--- src/rtl/mult_pkg.sv ---
// rtl/mult_pkg.sv - shared types and helpers for the shift-add multiplier
//
// Contents:
//   state_t    FSM encoding: IDLE=0, BUSY=1, DONE=2
//   cnt_width  iteration counter width for a given operand width, $clog2(WIDTH)
package mult_pkg;

    typedef enum logic [1:0] {
        IDLE = 2'd0,
        BUSY = 2'd1,
        DONE = 2'd2
    } state_t;

    // WIDTH is at least 2, so $clog2 never yields 0 in practice.
    // The guard only keeps the counter legal for a degenerate WIDTH.
    function automatic int cnt_width(input int width);
        return (width < 2) ? 1 : $clog2(width);
    endfunction

endpackage

--- src/rtl/shift_add_multiplier_if.sv ---
// rtl/shift_add_multiplier_if.sv - operand/result handshake bundle for shift_add_multiplier
//
// Parameter WIDTH: operand width; product is 2*WIDTH bits.
// Signals:
//   din_valid, din_ready       operand handshake (producer -> multiplier)
//   multiplicand, multiplier   unsigned operands A and B
//   addend                     unsigned addend C, only with SHIFT_ADD_MULT_ADDEND_EN
//   dout_valid, dout_ready     result handshake (multiplier -> consumer)
//   product                    2*WIDTH-bit result
//   busy                       multiplier in BUSY or DONE
// Modports: master = stimulus/consumer side, slave = multiplier side.
interface shift_add_multiplier_if #(
    parameter int WIDTH = 4
);

    logic                   din_valid;
    logic                   din_ready;
    logic [WIDTH-1:0]       multiplicand;
    logic [WIDTH-1:0]       multiplier;
`ifdef SHIFT_ADD_MULT_ADDEND_EN
    logic [WIDTH-1:0]       addend;
`endif
    logic                   dout_valid;
    logic                   dout_ready;
    logic [2*WIDTH-1:0]     product;
    logic                   busy;

`ifdef SHIFT_ADD_MULT_ADDEND_EN
    modport master (
        output din_valid, multiplicand, multiplier, addend, dout_ready,
        input  din_ready, dout_valid, product, busy
    );

    modport slave (
        input  din_valid, multiplicand, multiplier, addend, dout_ready,
        output din_ready, dout_valid, product, busy
    );
`else
    modport master (
        output din_valid, multiplicand, multiplier, dout_ready,
        input  din_ready, dout_valid, product, busy
    );

    modport slave (
        input  din_valid, multiplicand, multiplier, dout_ready,
        output din_ready, dout_valid, product, busy
    );
`endif

endinterface

--- src/rtl/shift_add_mult_core.sv ---
// rtl/shift_add_mult_core.sv - shift-add datapath: accumulator, shifted operands, iteration counter
//
// Ports:
//   clk, rst_n     clock, asynchronous active-low reset
//   load           capture operands; acc preloaded with addend
//   step           perform one multiplier-bit iteration
//   multiplicand   operand A (WIDTH)
//   multiplier     operand B (WIDTH)
//   addend         accumulator preload C (WIDTH); tie to 0 for plain A*B
//   acc_next       accumulator value after the current iteration's add (2*WIDTH)
//   last           the current iteration is the final one (cnt == WIDTH-1)
module shift_add_mult_core
    import mult_pkg::*;
#(
    parameter int WIDTH = 4
) (
    input  logic                 clk,
    input  logic                 rst_n,
    input  logic                 load,
    input  logic                 step,
    input  logic [WIDTH-1:0]     multiplicand,
    input  logic [WIDTH-1:0]     multiplier,
    input  logic [WIDTH-1:0]     addend,
    output logic [2*WIDTH-1:0]   acc_next,
    output logic                 last
);

    localparam int CW = cnt_width(WIDTH);

    logic [2*WIDTH-1:0] acc;
    logic [2*WIDTH-1:0] mcand_sh;
    logic [WIDTH-1:0]   mplier_sh;
    logic [CW-1:0]      cnt;

    // Exposed combinationally so the final iteration's add lands in product
    // on the same edge that leaves BUSY.
    assign acc_next = mplier_sh[0] ? (acc + mcand_sh) : acc;
    assign last     = (cnt == CW'(WIDTH - 1));

    always_ff @(posedge clk or negedge rst_n) begin
        if (!rst_n) begin
            acc       <= '0;
            mcand_sh  <= '0;
            mplier_sh <= '0;
            cnt       <= '0;
        end else if (load) begin
            acc       <= {{WIDTH{1'b0}}, addend};
            mcand_sh  <= {{WIDTH{1'b0}}, multiplicand};
            mplier_sh <= multiplier;
            cnt       <= '0;
        end else if (step) begin
            acc       <= acc_next;
            mcand_sh  <= mcand_sh << 1;
            mplier_sh <= mplier_sh >> 1;
            cnt       <= cnt + CW'(1);
        end
    end

endmodule

--- src/rtl/shift_add_multiplier.sv ---
// rtl/shift_add_multiplier.sv - sequential shift-add multiplier, product = A*B (+C), one bit per cycle
//
// Parameter WIDTH (>= 2): operand width; product is 2*WIDTH bits.
// Ports:
//   clk     rising-edge clock
//   rst_n   asynchronous active-low reset
//   bus     shift_add_multiplier_if.slave: din_valid/din_ready, multiplicand, multiplier,
//           [addend], dout_valid/dout_ready, product, busy
// Build option: SHIFT_ADD_MULT_ADDEND_EN adds the addend operand (product = A*B + C).
module shift_add_multiplier
    import mult_pkg::*;
#(
    parameter int WIDTH = 4
) (
    input  logic                    clk,
    input  logic                    rst_n,
    shift_add_multiplier_if.slave   bus
);

    state_t               state;
    logic                 din_ready_r;
    logic                 dout_valid_r;
    logic                 busy_r;
    logic [2*WIDTH-1:0]   product_r;

    logic                 load;
    logic                 step;
    logic                 last;
    logic [WIDTH-1:0]     addend_w;
    logic [2*WIDTH-1:0]   acc_next;

`ifdef SHIFT_ADD_MULT_ADDEND_EN
    assign addend_w = bus.addend;
`else
    assign addend_w = '0;
`endif

    // din_ready is registered and resets low, so the first edge after reset
    // release only raises it; operands present at release are not taken then.
    assign load = (state == IDLE) && bus.din_valid && din_ready_r;
    assign step = (state == BUSY);

    shift_add_mult_core #(
        .WIDTH (WIDTH)
    ) u_core (
        .clk          (clk),
        .rst_n        (rst_n),
        .load         (load),
        .step         (step),
        .multiplicand (bus.multiplicand),
        .multiplier   (bus.multiplier),
        .addend       (addend_w),
        .acc_next     (acc_next),
        .last         (last)
    );

    always_ff @(posedge clk or negedge rst_n) begin
        if (!rst_n) begin
            state        <= IDLE;
            din_ready_r  <= 1'b0;
            dout_valid_r <= 1'b0;
            busy_r       <= 1'b0;
            product_r    <= '0;
        end else begin
            case (state)
                IDLE: begin
                    if (load) begin
                        state       <= BUSY;
                        din_ready_r <= 1'b0;
                        busy_r      <= 1'b1;
                    end else begin
                        din_ready_r <= 1'b1;
                    end
                end
                BUSY: begin
                    if (last) begin
                        state        <= DONE;
                        dout_valid_r <= 1'b1;
                        product_r    <= acc_next;
                    end
                end
                DONE: begin
                    // New operands are not taken on this edge even if din_valid
                    // is high; IDLE accepts them one edge later.
                    if (bus.dout_ready) begin
                        state        <= IDLE;
                        dout_valid_r <= 1'b0;
                        busy_r       <= 1'b0;
                        din_ready_r  <= 1'b1;
                    end
                end
                default: begin
                    state        <= IDLE;
                    din_ready_r  <= 1'b0;
                    dout_valid_r <= 1'b0;
                    busy_r       <= 1'b0;
                end
            endcase
        end
    end

    assign bus.din_ready  = din_ready_r;
    assign bus.dout_valid = dout_valid_r;
    assign bus.busy       = busy_r;
    assign bus.product    = product_r;

endmodule

--- src/flat_wrapper.sv ---
// flat-port wrapper written by rule: the top's interface ports become plain ports
module shift_add_multiplier_flat import mult_pkg::*;
#(
    parameter int WIDTH = 4
)
  (clk, rst_n, bus_din_valid, bus_multiplicand, bus_multiplier, bus_dout_ready, bus_din_ready, bus_dout_valid, bus_product, bus_busy);
  shift_add_multiplier_if #(.WIDTH(WIDTH)) bus_i ();
  input  logic clk;
  input  logic rst_n;
  input wire logic [$bits(bus_i.din_valid)-1:0] bus_din_valid;
  input wire logic [$bits(bus_i.multiplicand)-1:0] bus_multiplicand;
  input wire logic [$bits(bus_i.multiplier)-1:0] bus_multiplier;
  input wire logic [$bits(bus_i.dout_ready)-1:0] bus_dout_ready;
  output wire logic [$bits(bus_i.din_ready)-1:0] bus_din_ready;
  output wire logic [$bits(bus_i.dout_valid)-1:0] bus_dout_valid;
  output wire logic [$bits(bus_i.product)-1:0] bus_product;
  output wire logic [$bits(bus_i.busy)-1:0] bus_busy;
  assign bus_i.din_valid = bus_din_valid;
  assign bus_i.multiplicand = bus_multiplicand;
  assign bus_i.multiplier = bus_multiplier;
  assign bus_i.dout_ready = bus_dout_ready;
  assign bus_din_ready = bus_i.din_ready;
  assign bus_dout_valid = bus_i.dout_valid;
  assign bus_product = bus_i.product;
  assign bus_busy = bus_i.busy;
  shift_add_multiplier #(.WIDTH(WIDTH)) u_core (.clk(clk), .rst_n(rst_n), .bus(bus_i));
endmodule
--- config.mk ---
export PLATFORM = sky130hd
export DESIGN_NAME = shift_add_multiplier_flat
export DESIGN_NICKNAME = d
export VERILOG_FILES = /design/src/rtl/mult_pkg.sv /design/src/rtl/shift_add_multiplier_if.sv /design/src/rtl/shift_add_mult_core.sv /design/src/rtl/shift_add_multiplier.sv /design/src/flat_wrapper.sv
export SDC_FILE = /design/constraint.sdc
export NUM_CORES = 1
export LEC_CHECK = 0
export ABC_CLOCK_PERIOD_IN_PS = 2300
export CELL_PAD_IN_SITES_DETAIL_PLACEMENT = 1
export CELL_PAD_IN_SITES_GLOBAL_PLACEMENT = 2
export CORE_MARGIN = 2
export CORE_UTILIZATION = 37
export DETAILED_ROUTE_END_ITERATION = 8
export DONT_BUFFER_PORTS = 1
export PLACE_DENSITY_LB_ADDON = 0.1
export SYNTH_ARGS = -nofsm -noshare
export SYNTH_HDL_FRONTEND = slang
export SYNTH_SLANG_ARGS = --single-unit
--- constraint.sdc ---
create_clock -name clk -period 2.3 [get_ports clk]
set_input_delay 0.345 -clock clk [delete_from_list [all_inputs] [get_ports clk]]
set_output_delay 0.345 -clock clk [all_outputs]
set_load 0.05 [all_outputs]
# Word-level counts from Yosys, hierarchy flattened
# Index checks and enable logic that the tools add are counted.
# W data, S select, Z words.
[op_classes]
addsub = 2
n_bitwise = 2
n_reduce_logical = 9
eq_ne = 6
n_mux = 21
[op_table]
columns = ["cell", "count"]
rows = [
  ["$mux W8", 5],
  ["$mux W2", 5],
  ["$pmux W1 S3", 3],
  ["$reduce_and A3 Y1", 3],
  ["$add A8 B8 Y8", 1],
  ["$mux W4", 2],
  ["$pmux W2 S3", 1],
  ["$mux W1", 5],
  ["$eq A2 B2 Y1 const B", 2],
  ["$ne A2 B2 Y1 const B", 2],
  ["$reduce_and A2 Y1", 2],
  ["$add A2 B1 Y2 const B", 1],
  ["$eq A2 B1 Y1 const B", 1],
  ["$logic_and A1 B1 Y1", 2],
  ["$logic_not A2 Y1", 1],
  ["$ne A2 B1 Y1 const B", 1],
  ["$not A1 Y1", 2],
  ["$reduce_bool A2 Y1", 1],
]
[totals]
wordCells = 49
register_bits = 35
output_inout_bits = 11

# Longest topological paths before layout
[logic_depth]
ltp_word = 5
ltp_mapped = 8

# By module
# A second synthesis with hierarchy kept.
[unflattened]
cells_unflattened = 193
hier_area_um2 = 2029.4
[by_module_without_submodules]
columns = ["mod", "instances", "area_each_um2", "cells_each"]
rows = [
  ["shift_add_mult_core", 1, 1467.7, 154],
  ["shift_add_multiplier", 1, 561.8, 39],
]

# Worst setup path after synthesis
# Ideal clock, no wire load.
[synth_path]
path_kind = "register -> register"
start = "register u_core.u_core.acc[2]"
end = "register u_core.product_r[7], in the netlist u_core.bus.product[7]"
arrival_ns = 1.826
required_time_ns = 2.218
path_slack_ns = 0.393
path_stages_with_launch = 7
path_cell_list = "dfrtp_1 > ha_1 > a21oi_1 > a211oi_2 > o21a_1 > or4_1 > a31oi_1"
[synth_via]
elab_chain_len = 2
[synth_rtl]
columns = ["element", "line", "source"]
rows = [
  ["start: declaration", "shift_add_mult_core.sv:30", "logic [2*WIDTH-1:0] acc;"],
  ["start signal: assignment", "shift_add_mult_core.sv:47", "acc <= {{WIDTH{1'b0}}, addend};"],
  ["start signal: assignment", "shift_add_mult_core.sv:52", "acc <= acc_next;"],
  ["$add A8 B8 Y8", "shift_add_mult_core.sv:37", "assign acc_next = mplier_sh[0] ? (acc + mcand_sh) : acc;"],
  ["$mux W8", "shift_add_mult_core.sv:37", ""],
  ["end signal: assignment", "shift_add_multiplier.sv:79", "product_r <= acc_next;"],
  ["end: declaration", "shift_add_multiplier.sv:24", "logic [2*WIDTH-1:0] product_r;"],
]
# No other way between the ends.
# A chain may end at the register's enable or synchronous reset.

# Worst setup path in the final report
# Ends and elaborated chain as after synthesis.

==> impl_metrics.json <==
{
  "synth_top_family_by_area": "simple AND/OR/NAND/NOR gates",
  "ff2ff_path_depth": 6,
  "slew_headroom_pct": 63.1,
  "synth_enable_flop_cells": 0,
  "met2WireLength_um": 2080,
  "hold_start": "bus_multiplicand[0]",
  "crit_path_cell_trace": "ha_1 -> a21oi_1 -> a211oi_2 -> o21a_1 -> or4_1 -> a31oi_1",
  "worst_setup_hold_path_clk_slew_ps": 70,
  "p_leak_nw": 0.971,
  "fin_area_um2": 2000,
  "post_cts_resized": 0,
  "power_per_cell_area_nw_per_um2": 1540,
  "crit_type": "reg2reg",
  "timing.hold.ws_ps": 152,
  "synthesis.area_per_instance_um2": 9.46,
  "regToRegStartpoint": "u_core.u_core.acc[2]",
  "route.vias.total": 1408,
  "via_count_of_the_first_global_routing_pass": 1541,
  "dieWidth_um": 73.3,
  "synthArstFlopShare_pct": 100,
  "worstSkewPairLatency_ps": 300,
  "hold_viol_final": 0,
  "finalCritPeriodShare_pct": 91.6,
  "fin_util_pct": 42.6,
  "io_pins": 23,
  "number_of_antenna_violations_at_the_first_check_in_global_routing": 0,
  "clock_tree.root_cell": "sky130_fd_sc_hd__clkbuf_8",
  "synth_flop_type": "sky130_fd_sc_hd__dfrtp_1",
  "crit_required_ps": 2520,
  "clock_skew_ps": 2.00,
  "wirelength_met1_um": 2100,
  "gp_congestion": 0.819,
  "highest-signal-layer": "met4",
  "wire_length_of_the_first_global_routing_pass_um": 7430,
  "dp_hpwl_um": 3110,
  "timing.critical_path.slowest_stage_cell": "sky130_fd_sc_hd__dfrtp_1",
  "grt_max_degree": 36,
  "synth_cell_type_count": 36,
  "fp-row-count": 25,
  "synth.yosys.warnings": 0,
  "globalRoute.totalOverflow": 0,
  "cts_buffers": 5,
  "totalWireLength_um": 4400,
  "synth_area_um2": 1780,
  "drtAntennaViolNets": 0,
  "hold-path-cell-count": 2,
  "synth-adder-area-share_pct": 6.76,
  "core_region_area_um2": 4690,
  "num-nets-final": 217,
  "critical_path_max_stage_delay_ps": 410,
  "share_of_the_synthesized_area_in_compound_gates_ao_oa_aoi_oai_pct": 17.6,
  "place_area_um2": 1870,
  "post-cts-setup-buffers": 0,
  "worstHoldPathType": "in2reg",
  "critical_path.startpoint_type": "register",
  "all_layer_global_routing_usage_pct": 18.6,
  "cts_hold_repair.buffers": 2,
  "hold-path-endpoint": "u_core.u_core.mcand_sh[0]",
  "cells_after_synthesis": 188,
  "postSynthRegisterBits": 35,
  "cp.arrival_ps": 2330,
  "synth.net_count": 209,
  "yosys-mux-area-fraction_pct": 2.25,
  "initial_util_pct": 37.9,
  "synthToLayoutAreaGrowth_pct": 12.3,
  "wl_per_cell_um": 17.5,
  "synth_sequential_area_ratio_pct": 49.3,
  "max_clock_freq_ghz": 0.475,
  "outcome": "completed",
  "post_synth_xor_area_fraction_pct": 2.46,
  "timing.final.max_slew_violations": 0,
  "clock_sinks": 35,
  "unrepaired_setup_endpoints_after_global_routing": "false",
  "biggest_fanout_along_the_worst_timing_path": 5,
  "worstMarginPinSlew_ps": 550,
  "route.detailed.drc": 0,
  "clk_path_buf_depth": 2,
  "antenna-diode-count": 0,
  "largest_vdd_supply_drop_mv": 0.593,
  "critical_path.endpoint_type": "register",
  "floorplan_die_area_um2": 5380,
  "layout-drive-gt1-share_pct": 9.64,
  "simple_gate_share_of_the_synthesized_area_pct": 19.1,
  "drt_iter0_markers": 40,
  "route.met3.wl_um": 122,
  "fp.dieH_um": 73.3,
  "tritoncts_clock_tree": "done",
  "reg2reg_setup_slack_ps": 190,
  "htree_num_levels": 2,
  "port-buffer-count": 0,
  "regToRegEndpoint": "u_core.bus.product[7]",
  "fin_setup_tns_ps": 0,
  "layout_min_cycle_time_ps": 2110,
  "maxCapViolCount": 0,
  "setup-violations-final": 0,
  "routed_via_density": 5.61,
  "firstDrtPassIters": 4
}
## metrics by stage
stage / setup WS, ps / instances / power [mW]
global route: 62.1 / 251 / 3.34
detailed placement: 173 / 241 / 2.59
finish: 194 / 251 / 3.08
floorplan: 393 / 188 / 2.21
global placement: 256 / 241 / 2.53
CTS: 158 / 251 / 3.13
## kinds of logic after synthesis
group / after synthesis
AOI/OAI and AO/OA: 47
xor gates and xnor gates: 5
adders and majority gates: 9
buffers and inverters: 11
DFF: 35
muxes: 4
and+or+nand+nor: 77
## worst max path at each step
| stage | from | cells after the start | slack [ps] | endpoint |
|---|---|---|---|---|
| floorplan | u_core.u_core.acc[2] | 6 | 390 | u_core.bus.product[7] |
| global placement | u_core.u_core.acc[2] | 6 | 260 | u_core.bus.product[7] |
| detailed placement | u_core.u_core.acc[2] | 6 | 170 | u_core.bus.product[7] |
| CTS | u_core.u_core.acc[2] | 6 | 160 | u_core.bus.product[7] |
| global route | u_core.u_core.acc[0] | 7 | 60 | u_core.bus.product[6] |
| finish | u_core.u_core.acc[2] | 6 | 190 | u_core.bus.product[7] |
## power by group
part           switching, mW  internal, mW  leakage (nW)
clock network          0.230         0.273        0.0515
logic                  0.743         0.493         0.470
registers              0.480         0.863         0.449
total                   1.45          1.63         0.971
## registers in the layout, summed over array words and instances, names as in the netlist
register                 cells
u_core.u_core.acc            8
u_core.bus.dout_valid        1
u_core.u_core.mplier_sh      4
u_core.bus.product           8
u_core.bus.din_ready         1
u_core.u_core.mcand_sh       8
u_core.state                 2
u_core.bus.busy              1
u_core.u_core.cnt            2
## metal layers
layer | global-route usage, % | vias up
met5 | 0 | -
met3 | 3.29 | 7
met4 | 9.09 | 0
met2 | 29.7 | 26
li1 | - | 682
met1 | 24.3 | 693
## cells in the mapped netlist, types with 3 or more instances
| master | n | area, um2 |
|---|---|---|
| sky130_fd_sc_hd__mux2i_1 | 4 | 40.0 |
| sky130_fd_sc_hd__and3_1 | 3 | 18.8 |
| sky130_fd_sc_hd__a22oi_1 | 6 | 45.0 |
| sky130_fd_sc_hd__dfrtp_1 | 35 | 876 |
| sky130_fd_sc_hd__nand3_1 | 9 | 45.0 |
| sky130_fd_sc_hd__buf_2 | 4 | 20.0 |
| sky130_fd_sc_hd__nor3_1 | 3 | 15.0 |
| sky130_fd_sc_hd__a21oi_1 | 11 | 55.1 |
| sky130_fd_sc_hd__nor2_1 | 7 | 26.3 |
| sky130_fd_sc_hd__a32o_1 | 4 | 40.0 |
| sky130_fd_sc_hd__xnor2_1 | 3 | 26.3 |
| sky130_fd_sc_hd__ha_1 | 8 | 100 |
| sky130_fd_sc_hd__o21ai_0 | 12 | 60.1 |
| sky130_fd_sc_hd__clkbuf_1 | 4 | 15.0 |
| sky130_fd_sc_hd__nand2_1 | 48 | 180 |
## cells in the final DEF (no fill, tap or decap), types with 2 or more instances in the layout
cell                        n
sky130_fd_sc_hd__a21o_2     2
sky130_fd_sc_hd__a21oi_1   11
sky130_fd_sc_hd__a22oi_1    6
sky130_fd_sc_hd__a32o_1     4
sky130_fd_sc_hd__and2_1     2
sky130_fd_sc_hd__and3_1     3
sky130_fd_sc_hd__buf_4      8
sky130_fd_sc_hd__clkbuf_8   7
sky130_fd_sc_hd__dfrtp_1   35
sky130_fd_sc_hd__ha_1       8
sky130_fd_sc_hd__inv_1      2
sky130_fd_sc_hd__mux2i_1    4
sky130_fd_sc_hd__nand2_1   48
sky130_fd_sc_hd__nand3_1    9
sky130_fd_sc_hd__nor2_1     7
sky130_fd_sc_hd__nor3_1     3
sky130_fd_sc_hd__o21ai_0   12
sky130_fd_sc_hd__o21bai_1   2
sky130_fd_sc_hd__o31ai_1    2
sky130_fd_sc_hd__xnor2_1    3
sky130_fd_sc_hd__xor2_1     2
## critical path: cells and delay by family (launching register included)
family                   cells  cell delay, ps
flip-flops                   1             410
adder cells (fa/ha/maj)      1             370
AO/OA/AOI/OAI                4             860
AND/OR/NAND/NOR              1             400
## cell type report
class / instances / area [um2]
inverters: 2 / 7.51
fillers: 548 / 2700
multi-input cells: 142 / 856
clock buffers: 8 / 100
flip-flops and latches: 35 / 876
well taps: 54 / 67.6
repair buffers: 10 / 90.1
Power figures use the tool's default switching activity.
